<file path="config.mk">
export PLATFORM = sky130hd
export DESIGN_NAME = key_pio_edge
export DESIGN_NICKNAME = d
export VERILOG_FILES = /design/src/rtl/key_pio_pkg.sv /design/src/rtl/key_debounce.sv /design/src/rtl/key_pio_edge.sv
export SDC_FILE = /design/constraint.sdc
export NUM_CORES = 1
export LEC_CHECK = 0
export ABC_AREA = 1
export BUFFER_PORTS_ARGS = -buffer_cell sky130_fd_sc_hd__buf_2
export CAP_MARGIN = 20
export CORE_ASPECT_RATIO = 0.7
export CORE_MARGIN = 2
export CORE_UTILIZATION = 35
export DETAILED_ROUTE_END_ITERATION = 8
export GPL_TIMING_DRIVEN = 0
export PLACE_DENSITY = 0.53
export REMOVE_ABC_BUFFERS = 1
export SLEW_MARGIN = 20
export SYNTH_ARGS = -nofsm -noshare
export SYNTH_HDL_FRONTEND = slang
export SYNTH_SLANG_ARGS = --single-unit
</file>
<file path="constraint.sdc">
create_clock -name clk -period 1.8 [get_ports clk]
set_input_delay 0.36 -clock clk [delete_from_list [all_inputs] [get_ports clk]]
set_output_delay 0.36 -clock clk [all_outputs]
set_load 0.05 [all_outputs]
</file>
<file path="src/rtl/key_pio_pkg.sv">
// Shared constants for the key PIO: Avalon register offsets and edge-type encodings.
// No state, no latency, no backpressure.
package key_pio_pkg;

  localparam logic [1:0] KEY_ADDR_DATA = 2'd0;
  localparam logic [1:0] KEY_ADDR_MASK = 2'd1;
  localparam logic [1:0] KEY_ADDR_EDGE = 2'd3;

  localparam int EDGE_RISE = 0;
  localparam int EDGE_FALL = 1;
  localparam int EDGE_ANY  = 2;

endpackage

</file>
<file path="src/rtl/key_debounce.sv">
// One pin: 2-flop synchroniser then a saturating stability counter; level follows after
// DEBOUNCE_CYCLES stable cycles (2 + DEBOUNCE_CYCLES from pin). No backpressure.
module key_debounce #(
  parameter int DEBOUNCE_CYCLES = 50000,
  parameter bit IDLE_LEVEL      = 1'b1
) (
  input  logic clk,
  input  logic reset_n,
  input  logic din,
  output logic level
);

  logic s1;
  logic s2;

  always_ff @(posedge clk or negedge reset_n) begin
    if (!reset_n) begin
      s1 <= IDLE_LEVEL;
      s2 <= IDLE_LEVEL;
    end else begin
      s1 <= din;
      s2 <= s1;
    end
  end

  generate
    if (DEBOUNCE_CYCLES == 0) begin : g_bypass
      always_ff @(posedge clk or negedge reset_n) begin
        if (!reset_n) level <= IDLE_LEVEL;
        else          level <= s2;
      end
    end else begin : g_count
      localparam int CW = $clog2(DEBOUNCE_CYCLES + 1);
      localparam logic [CW-1:0] CNT_LAST = CW'(DEBOUNCE_CYCLES - 1);
      localparam logic [CW-1:0] CNT_MAX  = '1;

      logic [CW-1:0] cnt;

      // Any bounce back to the accepted level restarts the count.
      always_ff @(posedge clk or negedge reset_n) begin
        if (!reset_n) begin
          cnt   <= '0;
          level <= IDLE_LEVEL;
        end else if (s2 == level) begin
          cnt <= '0;
        end else if (cnt == CNT_LAST) begin
          level <= s2;
          cnt   <= '0;
        end else if (cnt != CNT_MAX) begin
          cnt <= cnt + 1'b1;
        end
      end
    end
  endgenerate

endmodule

</file>
<file path="src/rtl/key_pio_edge.sv">
// Avalon-MM input PIO: debounced DATA, RW MASK, W1C EDGE capture and a level IRQ.
// Read latency 1 cycle (readdata updates every clk); no wait states, no backpressure.
module key_pio_edge
  import key_pio_pkg::*;
#(
  parameter int WIDTH           = 8,
  parameter int DEBOUNCE_CYCLES = 50000,
  parameter int EDGE_TYPE       = 1,
  parameter bit IDLE_LEVEL      = 1'b1
) (
  input  logic             clk,
  input  logic             reset_n,
  input  logic [1:0]       address,
  input  logic             chipselect,
  input  logic             write_n,
  input  logic [WIDTH-1:0] writedata,
  output logic [WIDTH-1:0] readdata,
  input  logic [WIDTH-1:0] in_port,
  output logic             irq
);

  logic [WIDTH-1:0] level;
  logic [WIDTH-1:0] level_d;
  logic [WIDTH-1:0] rise;
  logic [WIDTH-1:0] fall;
  logic [WIDTH-1:0] det;
  logic [WIDTH-1:0] clr;
  logic [WIDTH-1:0] mask;
  logic [WIDTH-1:0] edge_cap;
  logic [WIDTH-1:0] rd_mux;
  logic             wr_en;

  for (genvar i = 0; i < WIDTH; i++) begin : g_bit
    key_debounce #(
      .DEBOUNCE_CYCLES(DEBOUNCE_CYCLES),
      .IDLE_LEVEL     (IDLE_LEVEL)
    ) u_debounce (
      .clk    (clk),
      .reset_n(reset_n),
      .din    (in_port[i]),
      .level  (level[i])
    );
  end

  assign wr_en = chipselect & ~write_n;

  always_comb begin
    rise = level & ~level_d;
    fall = ~level & level_d;
    case (EDGE_TYPE)
      EDGE_RISE: det = rise;
      EDGE_FALL: det = fall;
      default:   det = rise | fall;
    endcase

    clr = '0;
    if (wr_en && address == KEY_ADDR_EDGE) clr = writedata;

    case (address)
      KEY_ADDR_DATA: rd_mux = level;
      KEY_ADDR_MASK: rd_mux = mask;
      KEY_ADDR_EDGE: rd_mux = edge_cap;
      default:       rd_mux = '0;
    endcase
  end

  // A new edge outranks a same-cycle clear so no press is ever lost.
  always_ff @(posedge clk or negedge reset_n) begin
    if (!reset_n) begin
      level_d  <= {WIDTH{IDLE_LEVEL}};
      mask     <= '0;
      edge_cap <= '0;
      readdata <= '0;
      irq      <= 1'b0;
    end else begin
      level_d  <= level;
      edge_cap <= (edge_cap & ~clr) | det;
      if (wr_en && address == KEY_ADDR_MASK) mask <= writedata;
      readdata <= rd_mux;
      irq      <= |(edge_cap & mask);
    end
  end

endmodule

</file>
==> impl_results.md, run 1 <==
- CTS Sinks: around 190
- Worst-path clk slew: 0.07 ns
- Fraction of the yosys area taken by sequential cells: between 40 and 50%
- Slew @ Worst Pin: 0.688 ns
- Status: finished, final reports clean
- Largest net degree at the start of global routing: between 70 and 80
- Critical Path AT: 1.99 ns
- Die Wd: about 200 um
- I/O pin cnt: 31
- Final hold violation count: 0
- Fmax: 592 MHz
- Nets: 1415
- Post-synth EDFFs: 0
- Die area: about 30000 um^2
- Vias post-DR: about 8.5k
- Period minus WS final: 1.69 ns
- Critical path type: reg2reg
- Tcrit/Tclk final: 93.8%
- Antenna diodes: 0
- Initial core utilization: ~35%
- IO Port Bufs: 30
- Initial antenna violation count: 0
- Leading area contributor after synthesis: dfrtp_1
- Hpwl dp: 16700 um
- Max Slew Vio Count: 0
- GRT overflow: 0
- GPL Wtd Cong: 0.872
- Synth top area cells: dfrtp_1 (39%), nand2_1 (16%), dfstp_2 (8.5%)
- Worst Skew: 0.00822 ns
- Max Cap Violations: 0
- RR Endpoint: g_bit[3].u_debounce.g_count.cnt[3]$_DFFE_PN0P_
- Vias/cell: 4.81
- Synth-to-Final Area Change: 17.5%
- Syn Area/Cell: 7.47 um^2
- Max-slew headroom: 53.9%
- Maximum fanout along the worst path: 7
- H-tree Lvls: 4
- YS warnings: 0
- Layout filler cell count: 2820
- Final setup vio count: 0
- # DRC: 0
- Share of layout cells above drive strength 1: 12.2%
- Worst EP required: 2.11 ns
- Post-Route WL: 23100 um
- Critical path endpoint category: flop
- Synth Cell Area: a little under 10000 um^2
- Worst reg2reg path depth: 8
- Initial DRT Pass Iterations: 5
- Leak: 5.26 nW
- Register bit count reported by yosys: approximately 190
- Asr flop ratio synth: 100%
- R2R Setup Slk: 0.11 ns
- CTS tree: yes
- WL/cell: 13.1 um
- Critical path endpoint: g_bit[3].u_debounce.g_count.cnt[3]$_DFFE_PN0P_
- Crit path launch: g_bit[3].u_debounce.g_count.cnt[0]$_DFFE_PN0P_
- Post-DRT Antenna Nets: 0
- RSZ-0062 raised after global routing: false
- PwrDens: 780 nW/um^2
- Die height: ~140 um
- TritonCTS Buffers: 17
- First-pass GRT wire length: 39300 um
- CTS Buffer Depth: 2
- Post-synth top area share: 38.9%
- Most common cell in the netlist: nand2_1
- Row count: 51
- Post-synth top cells: nand2_1 (412), nor2_1 (166), dfrtp_1 (153), nand3_1 (145), inv_1 (144)
- Core footprint: 27800 um^2
- Global router's overall resource usage: 16.6%
- Synth Flop Type: dfrtp_1
- DRC marker count from the first detailed-route iteration: just under 600
- Hold Path Class: in2reg
- Maximum VDD drop: slightly above 0.0006 V
- Post-Syn Instances: 1319
- CTS Root Cell: clkbuf_16
- Vias in the first global route: 7709
- Post-synth cell types: 29
- Place WS: -0.515 ns
- Clk_lat worst skew: 0.44 ns
- R2r startpoint: g_bit[3].u_debounce.g_count.cnt[0]$_DFFE_PN0P_
- Total Power: between 9 and 10 mW
- WHS Path Cells: 1
- Post-route setup slack: 0.112 ns
- CP startpoint kind: flop
metrics by stage:
step	hold WS (ns)	util (%)	cells	TNS (ns)	cell area, um^2
2_1_floorplan	0.0644	-	1311	0	9810
3_3_place_gp	0.346	37.6	1712	-526.27	10400
3_5_place_dp	0.299	37.8	1714	-36.83	10500
4_1_cts	0.0112	40.8	1754	-0.0381	11300
5_1_grt	0.00691	41.7	1769	0	11600
6_report	0.0357	41.7	1769	0	11600
flip-flops by register name, summed over array words and instances (netlist names):
name / count
g_bit.u_debounce.g_count.cnt: 128
edge_cap: 8
g_bit.u_debounce.level: 8
g_bit.u_debounce.s1: 8
g_bit.u_debounce.s2: 8
level_d: 8
mask: 8
readdata: 8
irq: 1
worst min path at each step:
| stage | startpoint | to | slack [ns] |
|---|---|---|---|
| 6_report | in_port[0] | g_bit[0].u_debounce.s1$_DFF_PN1_ | 0.04 |
| 5_1_grt | in_port[0] | g_bit[0].u_debounce.s1$_DFF_PN1_ | 0.007 |
| 4_1_cts | in_port[0] | g_bit[0].u_debounce.s1$_DFF_PN1_ | 0.01 |
| 3_5_place_dp | reset_n | g_bit[5].u_debounce.g_count.cnt[12]$_DFFE_PN0P_ | 0.30 |
| 3_3_place_gp | g_bit[4].u_debounce.s1$_DFF_PN1_ | g_bit[4].u_debounce.s2$_DFF_PN1_ | 0.35 |
| 2_1_floorplan | reset_n | edge_cap[0]$_DFF_PN0_ | 0.06 |
power by group:
group | internal, mW | switching, mW | total [mW]
clock | 2.24 | 1.74 | 3.98
combinational | 0.188 | 0.398 | 0.586
sequential | 4.33 | 0.133 | 4.46
total | 6.75 | 2.27 | 9.03
worst max-delay path: stages (launching register included):
cell     delay, ns
dfrtp_1       0.39
ha_1          0.20
nand2_2       0.12
nor2_4        0.17
inv_1         0.09
nor2_2        0.15
nand2_2       0.15
nand2_1       0.16
o21ai_0       0.12
final cells by class:
class | instances | area (um^2) | area share, %
clock buffers | 19 | 433 | 3.74
repair buffers | 55 | 408 | 3.52
multi-input cells | 980 | 4870 | 42.1
clock inverters | 13 | 185 | 1.60
inverters | 146 | 548 | 4.73
flip-flops and latches | 185 | 4670 | 40.3
well taps | 371 | 464 | 4.01
repair_timing:
action,4_1_cts,5_1_grt
pin swaps,0,11
endpoints found under the hold margin,49,0
hold buffers,8,0
endpoints found under the setup margin,112,112
buffers inserted,0,15
gates resized for setup,16,41
layer usage:
| layer | vias up | share of wire, % | GRT usage, % | wire (um) |
|---|---|---|---|---|
| li1 | 4412 | - | - | - |
| met1 | 3911 | 54 | 25.7 | 12400 |
| met2 | 168 | 42 | 23.3 | 9620 |
| met3 | 10 | 4.0 | 3.20 | 923 |
| met4 | 0 | 0.70 | 4.54 | 161 |
| met5 | - | 0 | 0 | 0 |
kinds of logic after synthesis:
logic type,after synthesis,share of synthesized area [%]
fa+ha+maj,8,1.02
simple gates,822,35.6
compound gates,113,6.67
xor+xnor,37,3.37
flops,185,47.4
buf+inv,154,5.94
cell usage in the layout (no fill, tap or decap), types with 13 or more instances in the layout:
master / synthesis / final
buf_2: 6 / 29
buf_4: 0 / 15
clkbuf_16: 0 / 17
dfrtp_1: 153 / 153
dfstp_2: 32 / 32
inv_1: 144 / 143
nand2_1: 412 / 399
nand2_2: 2 / 15
nand3_1: 145 / 145
nand4_1: 65 / 65
nor2_1: 166 / 150
nor2_2: 11 / 15
nor2_4: 1 / 13
o21ai_0: 70 / 70
o21bai_1: 19 / 19
xor2_1: 25 / 18
No activity file was read; power rests on OpenSTA's default activity.
==> inputs of run 2 (changes only) <==
- ABC_AREA: 1 -> default
- GPL_TIMING_DRIVEN: 0 -> default
==> run 2 against run 1 <==
Effect of this change: the flow now finishes with violations (negative setup slack); combinational power increased by 37%; die area fell by 8.0%; power hardly changed; flip-flop and latch count unchanged.
==> impl_results.md, run 2 <==
- Grt met2 use: 23.8% (+0.47 points)
- Slew @ Worst Pin: 0.729 ns (+0.0405 ns)
- Max-slew headroom: 51.2% (-2.7 points)
- Die height: 139 um (-4.0%)
- Failing checks: negative setup slack
- CTS Root Cell: clkbuf_16
- Max Cap Violations: 0 (unchanged)
- Worst-path clk slew: 0.08 ns (about the same)
- Maximum VDD drop: 0.000740 V (+21%)
- Nets: 1092 (-23%)
- IO Port Bufs: 30 (unchanged)
- Final hold violation count: 0 (unchanged)
- YS warnings: 0 (unchanged)
- Worst path bufs/invs: 0 (-1)
- Syn Area/Cell: 10.3 um^2 (+38%)
- Leading area contributor after synthesis: dfrtp_1
- Worst Hold Endpoint: g_bit[6].u_debounce.s1$_DFF_PN1_
- Leak: 4.92 nW (-6.4%)
- Maximum fanout along the worst path: 3 (-4)
- CTS Sinks: 185 (unchanged)
- PwrDens: 767 nW/um^2 (-1.6%)
- GRT overflow: 0 (unchanged)
- WL/cell: 15.5 um (+19%)
- Total Power: 9.03 mW (about the same)
- CTS tree: yes
- Row count: 49 (-3.9%)
- Global router's overall resource usage: 16.6% (-0.058 points)
- Largest net degree at the start of global routing: 54 (-26%)
- Worst reg2reg path depth: 4 (-4)
- Post-Route WL: 21800 um (-5.7%)
- Commonest non-fill, non-tap cell in the layout: dfrtp_1
- Initial antenna violation count: 0 (unchanged)
- Status: finished, violations left
- Worst Hold Launch: in_port[6]
- Initial core utilization: 35.4% (-0.094 points)
- Max Slew Vio Count: 0 (unchanged)
- CP startpoint kind: flop
- Post-synth top area share: 42.3% (+3.4 points)
- Final setup vio count: 40 (+40)
- Vias post-DR: 7406 (-13%)
- Vias/cell: 5.27 (+9.6%)
- Busiest layer in global routing: met1
- Most frequent cells in the layout: dfrtp_1 (152), buf_4 (141), xnor2_1 (73)
- R2r startpoint: g_bit[1].u_debounce.g_count.cnt[4]$_DFFE_PN0P_
- Worst path slowest cell: or4_4
- Share of layout cells above drive strength 1: 32.1% (+20 points)
- Synth top area cells: dfrtp_1 (42%), dfstp_2 (9.3%), xnor2_1 (7.1%)
- # DRC: 0 (unchanged)
- First-pass GRT wire length: 36300 um (-7.6%)
- Die Wd: 196 um (-4.1%)
- Post-synth EDFFs: 0 (unchanged)
- Synth Flop Type: dfrtp_1
- Post-synth top cells: dfrtp_1 (153), o21ai_0 (98), xnor2_1 (73), nand3_1 (61), nand2_1 (60)
- Worst EP required: 2.14 ns (+0.03 ns)
- Period minus WS final: 1.98 ns (+0.293 ns)
- Critical path endpoint category: flop
- Critical path type: reg2reg
- Synth-to-Final Area Change: 30.0%
- WHS Path Cells: 1 (unchanged)
- Fmax: 505 MHz (-15%)
- Post-route setup slack: -0.181 ns (-0.293 ns)
- Grt met1 use: 25.4% (-0.30 points)
- I/O pin cnt: 31 (unchanged)
- Number of flip-flops under the largest register name: 128 (unchanged)
- Post-synth cell types: 59 (+100%)
- Met3 Usage GRT: 3.29% (+0.094 points)
- Fraction of the yosys area taken by sequential cells: 51.6% (+4.2 points)
- Place WS: -0.226 ns (+0.289 ns)
- Asr flop ratio synth: 100% (unchanged)
- Antenna diodes: 0 (unchanged)
- Hold Path Class: in2reg
- Layout filler cell count: 2377 (-16%)
- Post-DP Area: 10600 um^2 (+0.92%)
- Post-DRT Antenna Nets: 0 (unchanged)
- TritonCTS Buffers: 17 (unchanged)
- Crit-path leading delay family: simple AND/OR/NAND/NOR gates
- Register bit count reported by yosys: 185 (unchanged)
- Crit-path cells: or4b_4 -> or4_4 -> and3_4 -> mux2_4
- RSZ-0062 raised after global routing: true
- Tcrit/Tclk final: 110% (+16 points)
- Sequential cell area: 4670 um^2 (about the same)
- Synth Cell Area: 9050 um^2 (-8.1%)
- Design area: 11800 um^2 (+1.6%)
- CP peak stage delay: 0.55 ns (+0.16 ns)
- Clk_lat worst skew: 0.44 ns (about the same)
- Setup TNS: -3.66 ns (-3.66 ns)
- DRC marker count from the first detailed-route iteration: 558 (-5.4%)
- CTS Buffer Depth: 2 (unchanged)
- Worst Skew: 0.00980 ns (+0.00158 ns)
- GPL Wtd Cong: 0.819 (-6.1%)
- Core footprint: 25600 um^2 (-7.9%)
- Initial DRT Pass Iterations: 5 (unchanged)
- R2R Setup Slk: -0.18 ns (-0.29 ns)
- RR Endpoint: g_bit[1].u_debounce.g_count.cnt[1]$_DFFE_PN0P_
- Post-Syn Instances: 875 (-34%)
- H-tree Lvls: 4 (unchanged)
- Multi-input combinational cell area: 4440 um^2 (-8.9%)
- Top reg by flops: g_bit.u_debounce.g_count.cnt
- Hpwl dp: 14800 um (-11%)
- Vias in the first global route: 7026 (-8.9%)
- Most common cell in the netlist: dfrtp_1
- Die area: 27200 um^2 (-8.0%)
- Worst hold margin: 0.0224 ns (-0.0133 ns)
- Critical Path AT: 2.32 ns (+0.33 ns)
==> run 2: cells by family after synthesis <==
logic type / synth area share [%]
compound gates: 11.9
xor+xnor: 9.00
fa+ha+maj: 1.11
buf+inv: 2.78
flops: 51.6
mux: 3.86
simple gates: 19.7
==> run 2: worst max path at each step <==
stage | end | cells past startpoint | from | slack (ns)
3_5_place_dp | g_bit[1].u_debounce.g_count.cnt[1]$_DFFE_PN0P_ | 4 | g_bit[1].u_debounce.g_count.cnt[12]$_DFFE_PN0P_ | -0.23
2_1_floorplan | g_bit[6].u_debounce.g_count.cnt[0]$_DFFE_PN0P_ | 4 | g_bit[6].u_debounce.g_count.cnt[12]$_DFFE_PN0P_ | -0.58
5_1_grt | g_bit[1].u_debounce.g_count.cnt[1]$_DFFE_PN0P_ | 4 | g_bit[1].u_debounce.g_count.cnt[4]$_DFFE_PN0P_ | -0.22
3_3_place_gp | g_bit[1].u_debounce.g_count.cnt[1]$_DFFE_PN0P_ | 4 | g_bit[1].u_debounce.g_count.cnt[12]$_DFFE_PN0P_ | -0.22
4_1_cts | g_bit[1].u_debounce.g_count.cnt[1]$_DFFE_PN0P_ | 4 | g_bit[1].u_debounce.g_count.cnt[4]$_DFFE_PN0P_ | -0.18
6_report | g_bit[1].u_debounce.g_count.cnt[1]$_DFFE_PN0P_ | 4 | g_bit[1].u_debounce.g_count.cnt[4]$_DFFE_PN0P_ | -0.18
==> run 2: timing repair <==
item,in CTS,in global routing
setup buffers,9,11
pin swaps,22,32
hold buffers,5,2
resized for setup,35,77
cloned,2,1
endpoints found under the hold margin,27,2
endpoints found under the setup margin,58,87
==> run 2: per-layer routing <==
| metal | vias to the layer above | part of all wire [%] | wire length [um] |
|---|---|---|---|
| met3 | 17 | 3.6 | 789 |
| met1 | 3638 | 53 | 11500 |
| met4 | 0 | 1.1 | 245 |
| li1 | 3593 | - | - |
| met2 | 158 | 43 | 9320 |
| met5 | - | 0 | 0 |
==> run 2: layout make-up <==
type / instances / share of cell area, %
multi-input cells: 625 / 37.7
inverters: 42 / 1.34
clock buffers: 18 / 3.73
repair buffers: 191 / 12.7
clock inverters: 14 / 1.33
well taps: 331 / 3.52
flip-flops and latches: 185 / 39.7
==> run 2: stage by stage <==
stage          util, %  instances
2_1_floorplan        -        851
3_3_place_gp      41.4       1345
3_5_place_dp      41.4       1345
4_1_cts           44.7       1392
5_1_grt           46.0       1406
6_report          46.0       1406
==> run 2: report_power, final <==
| group | leakage, nW | total [mW] | switching (mW) | internal [mW] |
|---|---|---|---|---|
| logic | 2.22 | 0.805 | 0.468 | 0.337 |
| clock network | 0.287 | 3.77 | 1.76 | 2.01 |
| registers | 2.42 | 4.46 | 0.121 | 4.34 |
==> inputs of run 3 (changes only) <==
--- a/config.mk
+++ b/config.mk
@@ -6,11 +6,11 @@
 export NUM_CORES = 1
 export LEC_CHECK = 0
-export BUFFER_PORTS_ARGS = -buffer_cell sky130_fd_sc_hd__buf_2
-export CAP_MARGIN = 20
+export CAP_MARGIN = 30
 export CORE_ASPECT_RATIO = 0.7
 export CORE_MARGIN = 2
 export CORE_UTILIZATION = 35
 export DETAILED_ROUTE_END_ITERATION = 8
-export PLACE_DENSITY = 0.53
+export DONT_BUFFER_PORTS = 1
+export PLACE_DENSITY = 0.52
 export REMOVE_ABC_BUFFERS = 1
 export SLEW_MARGIN = 20
==> constraint.sdc (replaced) <==
create_clock -name clk -period 1.8 [get_ports clk]
set_input_delay 0.36 -clock clk [delete_from_list [all_inputs] [get_ports clk]]
set_output_delay 0.36 -clock clk [all_outputs]
set_load 0.1 [all_outputs]
==> run 3 against run 2 <==
Effect of this change: the flow finishes with violations (negative hold slack, negative setup slack); sequential power is essentially flat; wire length shrank 2.2%; via count shrank 2.6%; power grew 0.77%; cell area shrank 0.60%; critical path depth is the same; largest cell class unchanged.
==> impl_results.md, run 3 (synthesis results as in run 2) <==
- Status: finished, violations left
- Failing checks: negative hold slack, negative setup slack
- WL/cell: 15.4 um (-0.58%)
- Final hold violation count: 185 (+185)
- Die Wd: 196 um (unchanged)
- Tcrit/Tclk final: 108% (-2.0 points)
- Final setup vio count: 47 (+18%)
- Top reg by flops: g_bit.u_debounce.g_count.cnt
- Post-DP Area: 10400 um^2 (-1.6%)
- Slew @ Worst Pin: 0.570 ns (-0.159 ns)
- Vias in the first global route: 6952 (-1.1%)
- Design area: 11700 um^2 (-0.60%)
- Clk_lat worst skew: 0.44 ns (about the same)
- PwrDens: 778 nW/um^2 (+1.4%)
- Max Slew Vio Count: 0 (unchanged)
- Nets: 1069 (-2.1%)
- Die height: 139 um (unchanged)
- Hold Path Class: in2async
- Worst hold margin: -0.388 ns (-0.411 ns)
- Layout filler cell count: 2372 (-0.21%)
- CTS Root Cell: clkbuf_16
- Initial DRT Pass Iterations: 5 (unchanged)
- Leak: 4.87 nW (-1.0%)
- CTS Sinks: 185 (unchanged)
- Commonest non-fill, non-tap cell in the layout: dfrtp_1
- H-tree Lvls: 4 (unchanged)
- Place WS: -0.198 ns (+0.0281 ns)
- Most frequent cells in the layout: dfrtp_1 (152), buf_4 (149), xnor2_1 (73)
- Hpwl dp: 14500 um (-2.6%)
- First-pass GRT wire length: 35800 um (-1.3%)
- Synth-to-Final Area Change: 29.3%
- Vias post-DR: 7215 (-2.6%)
- CP startpoint kind: flop
- GPL Wtd Cong: 0.823 (+0.46%)
- Worst Skew: 0.00934 ns (-0.000455 ns)
- Row count: 49 (unchanged)
- TritonCTS Buffers: 17 (unchanged)
- Max-slew headroom: 61.8% (+11 points)
- Worst EP required: 2.13 ns (about the same)
- I/O pin cnt: 31 (unchanged)
- Hold-fix buffers at CTS: 8 (+3)
- # DRC: 0 (unchanged)
- Initial antenna violation count: 0 (unchanged)
- Global router's overall resource usage: 16.4% (-0.20 points)
- IO Port Bufs: 0 (-100%)
- Maximum VDD drop: 0.000689 V (-6.9%)
- Critical Path AT: 2.28 ns (-0.04 ns)
- Post-Route WL: 21300 um (-2.2%)
- Worst-path clk slew: 0.07 ns (about the same)
- RSZ-0062 raised after global routing: true
- Maximum fanout along the worst path: 3 (unchanged)
- Vias/cell: 5.22 (-0.96%)
- Die area: 27200 um^2 (unchanged)
- Antenna diodes: 0 (unchanged)
- DRC marker count from the first detailed-route iteration: 459 (-18%)
- Number of flip-flops under the largest register name: 128 (unchanged)
- Initial core utilization: 35.4% (unchanged)
- Critical path endpoint category: flop
- Largest net degree at the start of global routing: 186 (+240%)
- Core footprint: 25600 um^2 (unchanged)
- Max Cap Violations: 0 (unchanged)
- Post-DRT Antenna Nets: 0 (unchanged)
- Fmax: 514 MHz (+1.9%)
- Period minus WS final: 1.95 ns (-0.0360 ns)
- CTS tree: yes
- Share of layout cells above drive strength 1: 32.2% (+0.13 points)
- Critical path type: reg2reg
- Setup TNS: -2.27 ns (+1.40 ns)
- GRT overflow: 0 (unchanged)
- Post-route setup slack: -0.145 ns (+0.0360 ns)
- CTS Buffer Depth: 2 (unchanged)
## run 3: cell count changes in the layout (fill, tap and decap cells not counted), sizes merged
| cell | change |
|---|---|
| dlygate4sd3 | +1 |
| inv | -3 |
| bufinv | +1 |
| clkinv | -1 |
| clkbuf | +1 |
| buf | -23 |
| clkinvlp | +1 |
## run 3: layout make-up
cell class | count | area (um^2) | area share, %
sequential | 185 | 4670 | 39.9
multi-input combinational | 625 | 4530 | 38.8
timing repair buffer | 168 | 1330 | 11.3
clock buffer | 20 | 457 | 3.90
tap | 331 | 414 | 3.54
inverter | 42 | 158 | 1.35
clock inverter | 12 | 136 | 1.17
## run 3: path summary, 6_finish.rpt
kind                                                                 startpoint                                             end  slack, ns  cells after the start
worst min register to register                 g_bit[6].u_debounce.s1$_DFF_PN1_                g_bit[6].u_debounce.s2$_DFF_PN1_       0.36                      0
max in group asynchronous                                               reset_n                g_bit[0].u_debounce.s2$_DFF_PN1_       1.78                      0
worst max register to register  g_bit[1].u_debounce.g_count.cnt[10]$_DFFE_PN0P_  g_bit[1].u_debounce.g_count.cnt[1]$_DFFE_PN0P_      -0.15                      4
min in group clk                                                     address[0]                           readdata[7]$_DFF_PN0_       0.05                      1
worst min-delay path                                                    reset_n  g_bit[6].u_debounce.g_count.cnt[4]$_DFFE_PN0P_      -0.39                      0
worst max-delay path            g_bit[1].u_debounce.g_count.cnt[10]$_DFFE_PN0P_  g_bit[1].u_debounce.g_count.cnt[1]$_DFFE_PN0P_      -0.15                      4
## run 3: worst max-delay path, stage by stage, from the launching register on
cell	delay [ns]
dfrtp_1	0.38
or4_4	0.54
or4_4	0.51
and3_4	0.16
mux2_4	0.25
## run 3: timing repair
action	CTS	global route
setup buffers	10	8
gates resized for setup	39	101
endpoints found under the hold margin	193	185
pin swaps	22	48
gates cloned	1	2
endpoints found under the setup margin	56	95
## run 3: layer usage
metal,up-vias,share of wire (%),track usage (%)
met5,-,0,0
met4,0,1.0,3.99
met3,16,3.2,4.00
met2,89,43,23.5
met1,3558,53,24.7
li1,3552,-,-
## run 3: metrics by stage
| stage | hold WS (ns) | power [mW] | cells | utilization [%] |
|---|---|---|---|---|
| 5_1_grt | -0.420 | 9.48 | 1383 | 45.7 |
| 3_5_place_dp | 0.0705 | 5.30 | 1322 | 40.8 |
| 4_1_cts | -0.415 | 9.20 | 1373 | 44.3 |
| 2_1_floorplan | 0.0644 | 5.04 | 851 | - |
| 6_report | -0.388 | 9.10 | 1383 | 45.7 |
| 3_3_place_gp | 0.0684 | 5.30 | 1322 | 40.8 |
## run 3: power by group
group / internal, mW / total [mW] / leakage (nW) / switching, mW
combinational: 0.333 / 0.839 / 2.17 / 0.506
sequential: 4.34 / 4.46 / 2.42 / 0.123
clock: 2.13 / 3.80 / 0.284 / 1.66
